==> src/rtl/cmp_seq.sv <==
// Multi-cycle signed/unsigned magnitude/equality comparator that scans MSB-first, one slice per
// cycle, with early exit. Operands and result each use a valid/ready handshake.
module cmp_seq #(
  parameter int unsigned WIDTH = 32,
  parameter int unsigned SLICE = 8
) (
  input  logic             clk,
  input  logic             rst_n,
  input  logic             in_valid,
  output logic             in_ready,
  input  logic [WIDTH-1:0] a,
  input  logic [WIDTH-1:0] b,
  input  logic [3:0]       flag,
  input  logic             flush,
  output logic             out_valid,
  input  logic             out_ready,
  output logic             s,
  output logic             eq,
  output logic             lt,
  output logic             busy
);

  localparam int unsigned N    = WIDTH / SLICE;
  localparam int unsigned IdxW = (N > 1) ? $clog2(N) : 1;
  localparam logic [IdxW-1:0] IdxTop = IdxW'(N - 1);

  typedef enum logic [1:0] {StIdle, StScan, StDone} state_e;

  state_e            state_q;
  logic [WIDTH-1:0]  a_q, b_q;
  logic [3:0]        flag_q;
  logic [IdxW-1:0]   idx_q;
  logic              eq_q, lt_q;

  logic [SLICE-1:0]  slice_a, slice_b;
  int unsigned       shamt;
  logic              cond_res;

  always_comb begin
    shamt   = 32'(idx_q) * SLICE;
    slice_a = SLICE'(a_q >> shamt);
    slice_b = SLICE'(b_q >> shamt);
    // Flipping the sign bits of the top slice turns an unsigned compare into a signed one.
    if (idx_q == IdxTop && !flag_q[3]) begin
      slice_a[SLICE-1] = ~slice_a[SLICE-1];
      slice_b[SLICE-1] = ~slice_b[SLICE-1];
    end
  end

  always_comb begin
    case (flag_q[2:0])
      3'b001:  cond_res = eq_q;
      3'b000:  cond_res = ~eq_q;
      3'b010:  cond_res = lt_q;
      3'b110:  cond_res = lt_q | eq_q;
      3'b100:  cond_res = ~lt_q;
      3'b111:  cond_res = ~lt_q & ~eq_q;
      default: cond_res = 1'b1;
    endcase
  end

  always_ff @(posedge clk or negedge rst_n) begin
    if (!rst_n) begin
      state_q <= StIdle;
      idx_q   <= '0;
      eq_q    <= 1'b0;
      lt_q    <= 1'b0;
      a_q     <= '0;
      b_q     <= '0;
      flag_q  <= '0;
    end else if (flush) begin
      state_q <= StIdle;
    end else begin
      case (state_q)
        StIdle: begin
          if (in_valid) begin
            a_q     <= a;
            b_q     <= b;
            flag_q  <= flag;
            idx_q   <= IdxTop;
            state_q <= StScan;
          end
        end
        StScan: begin
          if (slice_a != slice_b) begin
            lt_q    <= slice_a < slice_b;
            eq_q    <= 1'b0;
            state_q <= StDone;
          end else if (idx_q != '0) begin
            idx_q   <= idx_q - IdxW'(1);
          end else begin
            eq_q    <= 1'b1;
            lt_q    <= 1'b0;
            state_q <= StDone;
          end
        end
        StDone: begin
          if (out_ready) state_q <= StIdle;
        end
        default: state_q <= StIdle;
      endcase
    end
  end

  assign in_ready  = (state_q == StIdle);
  assign out_valid = (state_q == StDone);
  assign busy      = (state_q != StIdle);
  assign s         = out_valid & cond_res;
  assign eq        = eq_q;
  assign lt        = lt_q;

endmodule

==> config.mk <==
export PLATFORM = sky130hd
export DESIGN_NAME = cmp_seq
export DESIGN_NICKNAME = d
export VERILOG_FILES = /design/src/rtl/cmp_seq.sv
export SDC_FILE = /design/constraint.sdc
export NUM_CORES = 1
export LEC_CHECK = 0
export ABC_AREA = 1
export BUFFER_PORTS_ARGS = -buffer_cell sky130_fd_sc_hd__clkbuf_2
export CAP_MARGIN = 20
export CORE_ASPECT_RATIO = 0.6
export CORE_MARGIN = 2
export CORE_UTILIZATION = 45
export CTS_BUF_LIST = sky130_fd_sc_hd__clkbuf_8
export CTS_CLUSTER_SIZE = 25
export DETAILED_ROUTE_END_ITERATION = 7
export PLACE_DENSITY = 0.76
export SETUP_SLACK_MARGIN = 0.2
export SYNTH_ARGS = -nofsm -noshare
export SYNTH_HDL_FRONTEND = slang
export SYNTH_SLANG_ARGS = --single-unit
==> constraint.sdc <==
create_clock -name clk -period 2.4 [get_ports clk]
set_input_delay 0.6 -clock clk [delete_from_list [all_inputs] [get_ports clk]]
set_output_delay 0.6 -clock clk [all_outputs]
set_load 0.02 [all_outputs]
Word-level counts from Yosys, hierarchy flattened
Cells that the tools add are included.
Operators by class
  magnitude comparators: 1
  reductions and logical operators: 11
  add/sub/neg operators: 1
  shifts and indexed selects: 2
  eq/ne operators: 16
  bitwise logic cells: 8
  multiplexer cells: 17
Operators with widths (number)
  >> shifter 32 x 5 -> 8 bit: 2
  2-to-1 mux 2 bit: 8
  == test 3 bit (second input constant): 3
  AND reduction 3 bit: 3
  less-than comparator 8 bit: 1
  inequality test 2 bit (second input constant): 4
  inequality test 8 bit: 1
  2-to-1 mux 1 bit: 6
  inequality test 3 x 2 -> 1 bit (second input constant): 2
  case mux 1 bit (6 select lines): 1
  case mux 2 bit (3 select lines): 1
  nonzero test 2 bit: 3
  inverter 1 bit: 5
  AND reduction 5 bit: 1
  == test 2 bit (second input constant): 2
  inequality test 4 bit (second input constant): 1
  case mux 2 bit (2 select lines): 1
  == test 3 x 1 -> 1 bit (second input constant): 1
  == test 3 x 2 -> 1 bit (second input constant): 1
  logical NOT 3 bit: 1
  bitwise AND 1 bit: 2
  == test 2 x 1 -> 1 bit (second input constant): 1
  logical NOT 2 bit: 1
  subtractor 2 x 1 -> 2 bit (second input constant): 1
  other kinds (3): 3
Word-level totals
  logic and storage cells: 63
  bits in registers: 74
  bits of input ports: 73
  output and inout port bits: 6

Depth between registers and ports, before layout
Gate-level depths: netlist of the first run.
  depth after elaboration: 7
  depth in mapped cells: 15
  mapped depth without buffers: 13

Least setup slack after synthesis of the first run
OpenSTA, ideal clock, no wires.
  path type: reg-to-reg
  start point: register idx_q[0]
  end point: register idx_q[1]
  cell stages (with the launch flop): 14
  arrival: 1.819 ns
  buffers on the path: 2
  library setup time: 0.118 ns
  slack: 0.463 ns
  required time: 2.282 ns
  cell sequence: dfrtp_1 -> buf_2 -> inv_2 -> buf_4 -> nand2_1 -> nand3_1 -> nand2_1 -> xnor2_1 -> ha_1 -> nand2_1 -> nor2_1 -> nand4_1 -> nand3_1 -> nand2_1
Between the ends
  longest elaborated chain between the ends: 6
Ends and longest elaborated chain
  start, declared: line 32  | logic [IdxW-1:0] idx_q;
  start signal, assigned: line 80  | idx_q <= IdxTop;
  start signal, assigned: line 90  | idx_q <= idx_q - IdxW'(1);
  >> shifter 32 x 5 -> 8 bit, or another cell as far along: line 41  | slice_a = SLICE'(a_q >> shamt);
  inverter 1 bit, or another cell as far along: line 45  | slice_a[SLICE-1] = ~slice_a[SLICE-1];
  2-to-1 mux 1 bit: line 44  | if (idx_q == IdxTop && !flag_q[3]) begin
  inequality test 8 bit: line 85  | if (slice_a != slice_b) begin
  inequality test 2 bit (no source line)
  AND reduction 5 bit (no source line)
Several ways; a longest one is shown, not always the timed one. The select of a mux whose other input is x is not followed.
A chain may end at the register's enable or synchronous reset.

Final worst setup path of the first run
  start point: register idx_q[0]
  end point: register state_q[0]
Between the ends
  longest elaborated chain between the ends: 7
Ends and longest elaborated chain
  >> shifter 32 x 5 -> 8 bit, or another cell as far along: line 41
  inverter 1 bit, or another cell as far along: line 45
  2-to-1 mux 1 bit: line 44
  inequality test 8 bit: line 85
  2-to-1 mux 2 bit: line 85
  case mux 2 bit (3 select lines): line 74  | case (state_q)
  2-to-1 mux 2 bit: line 71  | end else if (flush) begin
  end signal, assigned: line 72  | state_q <= StIdle;
  end signal, assigned: line 81  | state_q <= StScan;
  end signal, assigned: line 88  | state_q <= StDone;
  end, declared: line 29  | state_e state_q;
Several ways; a longest one is shown, not always the timed one.

==> results of run 1 <==
cells in the mapped netlist:
cell type and number:
sky130_fd_sc_hd__a21oi_2 3, sky130_fd_sc_hd__xor2_1 1, sky130_fd_sc_hd__dfrtp_1 74, sky130_fd_sc_hd__o21bai_1 1, sky130_fd_sc_hd__a32o_1 7, sky130_fd_sc_hd__o22ai_1 7, sky130_fd_sc_hd__nand3_1 10, sky130_fd_sc_hd__o21ai_2 45
sky130_fd_sc_hd__nor2_4 1, sky130_fd_sc_hd__inv_2 1, sky130_fd_sc_hd__o21ai_0 21, sky130_fd_sc_hd__nand2_1 133, sky130_fd_sc_hd__buf_6 13, sky130_fd_sc_hd__inv_1 82, sky130_fd_sc_hd__o21ai_1 15, sky130_fd_sc_hd__nor2_1 25
sky130_fd_sc_hd__ha_1 10, sky130_fd_sc_hd__nand3_4 1, sky130_fd_sc_hd__buf_4 1, sky130_fd_sc_hd__xnor2_1 1, sky130_fd_sc_hd__a21oi_1 10, sky130_fd_sc_hd__buf_2 6, sky130_fd_sc_hd__nand4_1 3, sky130_fd_sc_hd__o31ai_1 1
sky130_fd_sc_hd__clkbuf_1 4, sky130_fd_sc_hd__buf_1 1
sequential cells by signal, indices dropped and copies added (netlist names):
name / flops
state_q: 2
eq: 1
a_q: 32
lt: 1
flag_q: 4
idx_q: 2
b_q: 32
layer usage:
metal  vias up  global-route usage, %  share of wire [%]  routed length, µm
li1       1642                      -                  -                  -
met1      1501                   29.6                 49               4400
met2       125                   28.5                 42               3780
met3         8                   6.42                8.1                724
met4         0                   4.44                1.0                 92
met5         -                      0                  0                  0
cells by family (layout without fill, tap and decap cells):
| group | count (synthesis) | in the layout | synth area share, % |
|---|---|---|---|
| XOR/XNOR | 2 | 2 | 0.440 |
| buffers and inverters | 108 | 187 | 12.9 |
| AND/OR/NAND/NOR | 173 | 173 | 17.4 |
| flip-flops | 74 | 74 | 46.5 |
| adder cells (fa/ha/maj) | 10 | 10 | 3.14 |
| AO/OA/AOI/OAI | 110 | 110 | 19.6 |
cells in the final DEF, fill, tap and decap left out, types with 2 or more instances in the layout:
master,count
sky130_fd_sc_hd__nand2_1,131
sky130_fd_sc_hd__inv_1,82
sky130_fd_sc_hd__clkbuf_2,77
sky130_fd_sc_hd__dfrtp_1,72
sky130_fd_sc_hd__o21ai_2,45
sky130_fd_sc_hd__nor2_1,22
sky130_fd_sc_hd__o21ai_0,20
sky130_fd_sc_hd__o21ai_1,16
sky130_fd_sc_hd__clkbuf_8,13
sky130_fd_sc_hd__a21oi_1,10
sky130_fd_sc_hd__nand3_1,10
sky130_fd_sc_hd__ha_1,10
sky130_fd_sc_hd__a32o_1,7
sky130_fd_sc_hd__o22ai_1,7
sky130_fd_sc_hd__buf_4,5
sky130_fd_sc_hd__buf_12,4
sky130_fd_sc_hd__nor2_4,3
sky130_fd_sc_hd__a21oi_2,3
sky130_fd_sc_hd__nand4_1,3
sky130_fd_sc_hd__nand2_2,2
sky130_fd_sc_hd__dfrtp_2,2
through the flow:
step | instances | area, µm² | worst slack, ns | power (mW)
4_1_cts | 666 | 4640 | 0.214 | 4.11
6_report | 668 | 4690 | 0.327 | 4.22
3_3_place_gp | 650 | 4420 | 0.266 | 2.98
5_1_grt | 668 | 4690 | 0.171 | 4.53
3_5_place_dp | 650 | 4420 | 0.107 | 3.04
2_1_floorplan | 477 | 3980 | 0.463 | 2.65
power groups by stage:
| stage | logic (mW) | registers [mW] | clock network, mW |
|---|---|---|---|
| floorplan | 1.03 | 1.62 | 0 |
| global placement | 1.31 | 1.67 | 0 |
| detailed placement | 1.37 | 1.68 | 0 |
| CTS | 1.39 | 1.66 | 1.07 |
| global route | 1.70 | 1.69 | 1.13 |
| finish | 1.50 | 1.67 | 1.05 |
final cells by class:
cell class | count | share of cell area, %
Timing Repair Buffer | 88 | 11.3
Tap cell | 112 | 2.99
Clock buffer | 13 | 3.81
Multi-Input combinational cell | 295 | 34.8
Inverter | 83 | 6.80
Sequential cell | 74 | 39.5
Clock inverter | 3 | 0.800
what timing repair did:
action / 4_1_cts / 5_1_grt
setup endpoints to repair: 5 / 7
gates resized for setup: 3 / 15
endpoints found under the hold margin: 0 / 0
pin swaps: 0 / 4
setup buffers: 0 / 2
how the worst min path moves through the flow:
stage                              startpoint                   to  depth (start not counted)
after floorplan                         rst_n   a_q[0]$_DFFE_PN0P_                          0
after global placement    a_q[12]$_DFFE_PN0P_  a_q[12]$_DFFE_PN0P_                          2
after detailed placement  a_q[21]$_DFFE_PN0P_  a_q[21]$_DFFE_PN0P_                          2
after CTS                               rst_n  a_q[18]$_DFFE_PN0P_                          1
after global routing                    rst_n  a_q[30]$_DFFE_PN0P_                          1
final                                   rst_n  a_q[19]$_DFFE_PN0P_                          1
==> results.json, run 1 <==
{
  "outcome": "completed",
  "antenna_cells": 0,
  "seqPwrFrac_pct": 39.6,
  "die_x_um": 125,
  "max_cap_viol_count": 0,
  "crit_path_max_fanout": 7,
  "cp-end-kind": "flip-flop",
  "worst_path_dominant_cell_family": "adder cells",
  "multiInputGateArea_um2": 1640,
  "vias_per_cell": 4.90,
  "pin_count": 79,
  "path_common_cell": "sky130_fd_sc_hd__ha_1",
  "setup.worst_path.start_class": "flip-flop",
  "cpPeakStageDelay_ns": 0.46,
  "maxClockFrequency_mhz": 482,
  "worst_ir_drop_vdd_mv": 0.389,
  "cts-root-buf": "sky130_fd_sc_hd__clkbuf_8",
  "clkSinkCount": 74,
  "setup-violations-final": 0,
  "drive_gt1_share_pct": 29.1,
  "share_clk_of_total_power_pct": 24.9,
  "placer_congestion": 0.875,
  "drt_drc_violations_left": 0,
  "antenna_left": 0,
  "share_of_power_burned_in_combinational_logic_pct": 35.5,
  "detailedRoute.firstPassIterationCount": 5,
  "worst_max_slew_margin_expressed_relative_to_the_limit_pct": 69.5,
  "fp-row-count": 26,
  "synth_seq_cells": 74,
  "p_switching_mw": 1.52,
  "wl_per_cell_um": 13.5,
  "overall_die_height_um": 76.8,
  "synth.distinct_cells": 26,
  "dieArea_um2": 9630,
  "synth.avg_cell_area_um2": 8.34,
  "htree_levels": 3,
  "r2r_end": "state_q[0]$_DFFE_PN0P_",
  "crit_cells": 11,
  "crit_end": "state_q[0]$_DFFE_PN0P_",
  "insertion_delay_ns": 0.36,
  "finalSetupTns_ns": 0,
  "syn_area_um2": 3980,
  "cpMaxStageDelayCell": "sky130_fd_sc_hd__dfrtp_2",
  "switching_share_pct": 36.1,
  "part_of_the_cycle_the_worst_path_needs_pct": 86.4,
  "cts-hold-fix-buffers": 0,
  "cts_buffers": 9,
  "worst_r2r_startpoint": "idx_q[0]$_DFFE_PN0P_",
  "syn_inst": 477,
  "setup.worst_path.class": "reg2reg",
  "syn_nets": 560,
  "grt_start_max_net_pins": 62,
  "timing.hold.ws_ns": 0.183,
  "fin_skew_ns": 0.00963,
  "timing.reg2reg.worst_path_depth": 11,
  "timing.final.hold_violations": 0,
  "seq_area_um2": 1850,
  "clkSlewWorstSetupHoldPaths_ns": 0.08,
  "grt-ovfl-total": 0,
  "global_route.usage.total_pct": 20.0,
  "postLayoutCoreUtil_pct": 54.9,
  "clock_tree.buffer_depth": 2,
  "coreArea_um2": 8560,
  "crit_buf_inv": 3,
  "worst_slew_pin_slew_ns": 0.458,
  "number_of_antenna_violations_at_the_first_check_in_global_routing": 0,
  "wirelength_um": 8990,
  "grt_first_pass_wirelength_um": 15300,
  "path_cells": "buf_6 > ha_1 > inv_1 > nor2_2 > xor2_1 > ha_1 > nand2_2 > nor2_4 > nand4_1 > buf_4 > nand2_1",
  "drt_iter0_markers": 216,
  "regToRegSetupSlack_ns": 0.33,
  "p_leak_nw": 2.56,
  "power_per_cell_area_nw_per_um2": 898,
  "synth_top_area_share_pct": 46.5,
  "worstPathArrival_ns": 2.37,
  "grt_setup_unrepaired": "no",
  "register_area_share_after_synthesis_pct": 46.5,
  "critical_path.startpoint": "idx_q[0]$_DFFE_PN0P_",
  "most_area_consuming_cells_after_synthesis": "sky130_fd_sc_hd__dfrtp_1 47%, sky130_fd_sc_hd__nand2_1 13%, sky130_fd_sc_hd__o21ai_2 9.9%",
  "clock_tree_from_tritoncts": "built",
  "layout.filler_cells": 804,
  "initial_utilization_pct": 46.5,
  "first_global_vias": 3186,
  "drv_slew": 0,
  "post-dp-hpwl_um": 6610,
  "area.growth.synth_to_final_pct": 18.0,
  "timing.final.crit_period_ns": 2.07,
  "intPower_mw": 2.69,
  "yosys.area.top_type": "sky130_fd_sc_hd__dfrtp_1",
  "hp-class": "in2async",
  "finish.net_count": 634,
  "route.vias.total": 3276,
  "yosysWarningCount": 0,
  "count_of_buffers_from_port_buffering": 78,
  "worstPathRequired_ns": 2.70
}
Power figures use the tool's default switching activity.
==> run 2: changes to the inputs <==
--- a/config.mk
+++ b/config.mk
@@ -11,7 +11,7 @@
 export CORE_ASPECT_RATIO = 0.6
 export CORE_MARGIN = 2
 export CORE_UTILIZATION = 45
-export CTS_BUF_LIST = sky130_fd_sc_hd__clkbuf_8
+export CTS_BUF_LIST = sky130_fd_sc_hd__clkbuf_4
 export CTS_CLUSTER_SIZE = 25
 export DETAILED_ROUTE_END_ITERATION = 7
 export PLACE_DENSITY = 0.76
==> constraint.sdc (replaced) <==
create_clock -name clk -period 2.3 [get_ports clk]
set_input_delay 0.575 -clock clk [delete_from_list [all_inputs] [get_ports clk]]
set_output_delay 0.575 -clock clk [all_outputs]
set_load 0.02 [all_outputs]
==> run 2 against run 1 <==
Routed wire length rose by 3.1%. Worst hold slack lost 0.12 ns. Via count is 2.4% higher. Utilization rose by 0.89 points. Clock-buffer cell count down 1. Largest power group unchanged. Maximum frequency down 0.69%. Sequential share of layout area is 0.61 points lower. Largest cell class unchanged. First-iteration DRC count is 25% higher. Power is 1.3% higher. Final cell count grew 1.5%. Clock skew increased by 0.0022 ns. Clock power down 23%.
==> results.json, run 2 (synthesized netlist as in run 1, its figures left out) <==
{
  "antenna_left": 0,
  "total_power_mw": 4.27,
  "global_route.usage.total_pct": 19.7,
  "worstPathArrival_ns": 2.43,
  "outcome": "completed",
  "setup-violations-final": 0,
  "placer_congestion": 0.841,
  "clock_tree_from_tritoncts": "built",
  "setup.worst_path.class": "reg2reg",
  "p_leak_nw": 2.58,
  "grt_setup_unrepaired": "yes",
  "htree_levels": 3,
  "post-dp-hpwl_um": 6680,
  "timing.final.crit_period_ns": 2.09,
  "part_of_the_cycle_the_worst_path_needs_pct": 90.7,
  "overall_die_height_um": 76.8,
  "power_per_cell_area_nw_per_um2": 896,
  "pin_count": 79,
  "grt-ovfl-total": 0,
  "vias_per_cell": 4.95,
  "cts-root-buf": "sky130_fd_sc_hd__clkbuf_4",
  "finish.net_count": 644,
  "dieArea_um2": 9630,
  "timing.final.hold_violations": 0,
  "crit_path_max_fanout": 7,
  "post_dp_cell_area_um2": 4420,
  "route.vias.total": 3355,
  "finalSetupTns_ns": 0,
  "fp-row-count": 26,
  "fin_skew_ns": 0.0118,
  "count_of_buffers_from_port_buffering": 78,
  "timing.hold.ws_ns": 0.0662,
  "initial_utilization_pct": 46.5,
  "setup.worst_path.start_class": "flip-flop",
  "insertion_delay_ns": 0.44,
  "drt_iter0_markers": 271,
  "cts_buffers": 9,
  "clock_tree.buffer_depth": 2,
  "final_design_area_no_fill_um2": 4770,
  "worstPathRequired_ns": 2.65,
  "coreArea_um2": 8560,
  "worst_max_slew_margin_expressed_relative_to_the_limit_pct": 69.7,
  "drv_slew": 0,
  "die_x_um": 125,
  "drt_drc_violations_left": 0,
  "number_of_antenna_violations_at_the_first_check_in_global_routing": 0,
  "area.growth.synth_to_final_pct": 19.9,
  "grt_first_pass_wirelength_um": 14900,
  "max_cap_viol_count": 0,
  "grt_start_max_net_pins": 62,
  "detailedRoute.firstPassIterationCount": 5,
  "largest_registers": "a_q (32), b_q (32), flag_q (4)",
  "wirelength_um": 9270,
  "hp-class": "in2async",
  "layout_commonest_cell": "sky130_fd_sc_hd__nand2_1",
  "worst_ir_drop_vdd_mv": 0.391,
  "cp-end-kind": "flip-flop",
  "clkSlewWorstSetupHoldPaths_ns": 0.11,
  "layout.filler_cells": 787,
  "drive_gt1_share_pct": 32.3,
  "wl_per_cell_um": 13.7,
  "maxClockFrequency_mhz": 479,
  "most_frequent_cells_in_the_layout": "125 x sky130_fd_sc_hd__nand2_1, 80 x sky130_fd_sc_hd__inv_1, 76 x sky130_fd_sc_hd__clkbuf_2, 71 x sky130_fd_sc_hd__dfrtp_1, 45 x sky130_fd_sc_hd__o21ai_2",
  "first_global_vias": 3103,
  "clkSinkCount": 74,
  "worst_slew_pin_slew_ns": 0.455,
  "antenna_cells": 0,
  "postLayoutCoreUtil_pct": 55.8
}
-- run 2: path summary, 6_finish.rpt --
check                                     start                      to  slack [ns]  depth (start not counted)
setup reg to reg           idx_q[0]$_DFFE_PN0P_    idx_q[0]$_DFFE_PN0P_        0.21                         11
hold / removal                            rst_n     a_q[20]$_DFFE_PN0P_        0.07                          1
max in group asynchronous                 rst_n          eq$_DFFE_PN0P_        1.66                          2
hold reg to reg             a_q[12]$_DFFE_PN0P_     a_q[12]$_DFFE_PN0P_        0.49                          2
setup / recovery           idx_q[0]$_DFFE_PN0P_    idx_q[0]$_DFFE_PN0P_        0.21                         11
min in group clk                      out_ready  state_q[1]$_DFFE_PN0P_        0.31                          2
-- run 2: per-layer routing --
layer,up-vias,wire length [µm],global-route usage [%]
met4,0,77,4.56
met3,12,659,6.28
met2,112,3910,27.7
met1,1562,4630,29.4
li1,1669,-,-
met5,-,0,0
-- run 2: layout make-up --
type                       count  area [µm²]  area share [%]
timing repair buffer          98         638            13.4
clock buffer                  12        90.1            1.89
sequential                    74        1860            38.9
multi-input combinational    295        1690            35.4
tap                          112         140            2.94
clock inverter                 4        42.5           0.892
inverter                      83         314            6.58
-- run 2: worst max-delay path, stage by stage, from the launching register on --
cell	delay (ns)
sky130_fd_sc_hd__dfrtp_2	0.47
sky130_fd_sc_hd__inv_4	0.12
sky130_fd_sc_hd__buf_8	0.13
sky130_fd_sc_hd__buf_6	0.11
sky130_fd_sc_hd__nand2_2	0.04
sky130_fd_sc_hd__a32o_1	0.22
sky130_fd_sc_hd__ha_1	0.30
sky130_fd_sc_hd__nand2_2	0.07
sky130_fd_sc_hd__nor2_4	0.16
sky130_fd_sc_hd__nand4_1	0.17
sky130_fd_sc_hd__nand3_1	0.14
sky130_fd_sc_hd__nand2_1	0.07
-- run 2: what timing repair did --
action	CTS	global route
cloned	0	1
buffers inserted	2	7
endpoints found under the setup margin	7	7
hold endpoints to repair	0	0
gates resized for setup	10	29
hold buffers	0	0
pin swaps	0	15
-- run 2: report_power, final --
group / switching [mW] / internal (mW) / total [mW]
sequential: 0.212 / 1.55 / 1.77
combinational: 0.955 / 0.745 / 1.70
clock: 0.446 / 0.360 / 0.806
total: 1.61 / 2.66 / 4.27
-- run 2: through the flow --
step | setup slack (ns) | cells
3_3_place_gp | 0.227 | 652
4_1_cts | 0.200 | 670
6_report | 0.213 | 678
3_5_place_dp | 0.0826 | 652
2_1_floorplan | 0.363 | 477
5_1_grt | 0.120 | 678
==> run 3: changes to the inputs <==
--- a/config.mk
+++ b/config.mk
@@ -14,8 +14,9 @@
 export CTS_BUF_LIST = sky130_fd_sc_hd__clkbuf_4
 export CTS_CLUSTER_SIZE = 25
 export DETAILED_ROUTE_END_ITERATION = 7
-export PLACE_DENSITY = 0.76
+export PLACE_DENSITY = 0.71
 export SETUP_SLACK_MARGIN = 0.2
+export SKIP_CTS_REPAIR_TIMING = 1
 export SYNTH_ARGS = -nofsm -noshare
 export SYNTH_HDL_FRONTEND = slang
 export SYNTH_SLANG_ARGS = --single-unit
==> run 3 against run 2 <==
Non-clock buffer count shrank 2. Register-to-register slack gained 0.04 ns. Flip-flop and latch count is the same. Sequential power is essentially flat. Sequential share of layout area grew 0.19 points. Final area shrank 0.50%. Power shrank 1.4%. Clock skew shrank 0.0024 ns. Global-route usage shrank 0.15 points. Utilization shrank 0.28 points. Worst hold slack gained 0.024 ns. Critical endpoint is now idx_q[1]$_DFFE_PN0P_.
==> results.json, run 3 (synthesized netlist as in run 1, its figures left out) <==
{
  "intPower_mw": 2.60,
  "timing.final.hold_violations": 0,
  "setup.worst_path.class": "reg2reg",
  "max_cap_viol_count": 0,
  "finish.net_count": 642,
  "maxClockFrequency_mhz": 488,
  "worst_slew_pin_slew_ns": 0.482,
  "cts-root-buf": "sky130_fd_sc_hd__clkbuf_4",
  "clkSinkCount": 74,
  "seqPwrFrac_pct": 41.8,
  "drive_gt1_share_pct": 32.0,
  "total_power_mw": 4.22,
  "share_of_power_burned_in_combinational_logic_pct": 42.1,
  "drt_iter0_markers": 306,
  "clock_tree.buffer_depth": 2,
  "grt-ovfl-total": 0,
  "placer_congestion": 0.875,
  "detailedRoute.firstPassIterationCount": 4,
  "timing.reg2reg.worst_path_depth": 12,
  "post-dp-hpwl_um": 6570,
  "crit_path_max_fanout": 8,
  "cts_buffers": 9,
  "multiInputGateArea_um2": 1680,
  "count_of_buffers_from_port_buffering": 78,
  "cp-end-kind": "flip-flop",
  "clock_tree_from_tritoncts": "built",
  "fin_skew_ns": 0.00941,
  "p_switching_mw": 1.62,
  "area.growth.synth_to_final_pct": 19.3,
  "wirelength_um": 9200,
  "setup.worst_path.start_class": "flip-flop",
  "grt_start_max_net_pins": 67,
  "coreArea_um2": 8560,
  "wl_per_cell_um": 13.6,
  "vias_per_cell": 4.88,
  "global_route.usage.total_pct": 19.5,
  "first_global_vias": 3076,
  "number_of_antenna_violations_at_the_first_check_in_global_routing": 0,
  "setup-violations-final": 0,
  "drv_slew": 0,
  "timing.final.crit_period_ns": 2.05,
  "dieArea_um2": 9630,
  "timing.hold.ws_ns": 0.0907,
  "part_of_the_cycle_the_worst_path_needs_pct": 89.1,
  "worstPathArrival_ns": 2.37,
  "layout.filler_cells": 817,
  "fp-row-count": 26,
  "most_frequent_cells_in_the_layout": "127 x sky130_fd_sc_hd__nand2_1, 80 x sky130_fd_sc_hd__inv_1, 76 x sky130_fd_sc_hd__clkbuf_2, 71 x sky130_fd_sc_hd__dfrtp_1, 45 x sky130_fd_sc_hd__o21ai_2",
  "hp-class": "in2async",
  "insertion_delay_ns": 0.43,
  "worst_max_slew_margin_expressed_relative_to_the_limit_pct": 67.9,
  "switching_share_pct": 38.4,
  "worstPathRequired_ns": 2.62,
  "antenna_left": 0,
  "antenna_cells": 0,
  "overall_die_height_um": 76.8,
  "pin_count": 79,
  "p_leak_nw": 2.58,
  "grt_setup_unrepaired": "yes",
  "htree_levels": 3,
  "outcome": "completed",
  "finalSetupTns_ns": 0,
  "share_clk_of_total_power_pct": 16.1,
  "route.vias.total": 3292,
  "worst_ir_drop_vdd_mv": 0.443,
  "seq_area_um2": 1860,
  "power_per_cell_area_nw_per_um2": 888,
  "initial_utilization_pct": 46.5,
  "drt_drc_violations_left": 0,
  "grt_first_pass_wirelength_um": 14900,
  "clkSlewWorstSetupHoldPaths_ns": 0.11,
  "layout_commonest_cell": "sky130_fd_sc_hd__nand2_1",
  "largest_registers": "a_q (32), b_q (32), flag_q (4)",
  "die_x_um": 125
}
[run 3: path summary, 6_finish.rpt]
path | from | end | slack (ns)
setup reg to reg | idx_q[0]$_DFFE_PN0P_ | idx_q[1]$_DFFE_PN0P_ | 0.25
setup / recovery | idx_q[0]$_DFFE_PN0P_ | idx_q[1]$_DFFE_PN0P_ | 0.25
min in group clk | out_ready | state_q[1]$_DFFE_PN0P_ | 0.34
max in group asynchronous | rst_n | idx_q[1]$_DFFE_PN0P_ | 1.61
hold reg to reg | a_q[21]$_DFFE_PN0P_ | a_q[21]$_DFFE_PN0P_ | 0.49
hold / removal | rst_n | a_q[30]$_DFFE_PN0P_ | 0.09
[run 3: area by class of cell]
class,instances,share of cell area (%)
Tap cell,112,2.95
Clock buffer,11,1.74
Clock inverter,4,0.422
Timing Repair Buffer,96,13.8
Inverter,83,6.67
Sequential cell,74,39.1
Multi-Input combinational cell,295,35.3
[run 3: critical path, stage by stage, from the launching register on]
cell                       delay (ns)
sky130_fd_sc_hd__dfrtp_2         0.47
sky130_fd_sc_hd__clkinv_4        0.12
sky130_fd_sc_hd__buf_8           0.13
sky130_fd_sc_hd__nand2_1         0.05
sky130_fd_sc_hd__nand3_1         0.07
sky130_fd_sc_hd__nand2_1         0.09
sky130_fd_sc_hd__xnor2_2         0.17
sky130_fd_sc_hd__ha_4            0.30
sky130_fd_sc_hd__nand2_2         0.06
sky130_fd_sc_hd__nor2_4          0.12
sky130_fd_sc_hd__nand4_1         0.17
sky130_fd_sc_hd__nand3_1         0.14
sky130_fd_sc_hd__nand2_1         0.06
[run 3: power by group through the flow]
stage	clock, mW	sequential (mW)	combinational (mW)
2_1_floorplan	0	1.69	1.07
3_3_place_gp	0	1.77	1.33
3_5_place_dp	0	1.78	1.39
4_1_cts	0.700	1.75	1.39
5_1_grt	0.758	1.79	1.98
6_report	0.677	1.76	1.77
[run 3: per-stage QoR]
step | util, % | setup WS (ns) | area (µm²) | std cells
global route | 55.5 | 0.122 | 4750 | 675
global placement | 51.6 | 0.220 | 4410 | 651
detailed placement | 51.6 | 0.0710 | 4410 | 651
finish | 55.5 | 0.252 | 4750 | 675
floorplan | - | 0.363 | 3980 | 477
CTS | 52.8 | 0.0514 | 4520 | 666
[run 3: routing by layer]
layer | vias to the layer above | track usage (%) | part of all wire [%]
li1 | 1665 | - | -
met1 | 1501 | 30.3 | 51
met2 | 122 | 26.0 | 42
met3 | 4 | 6.00 | 7.4
met4 | 0 | 5.00 | 0.22
met5 | - | 0 | 0
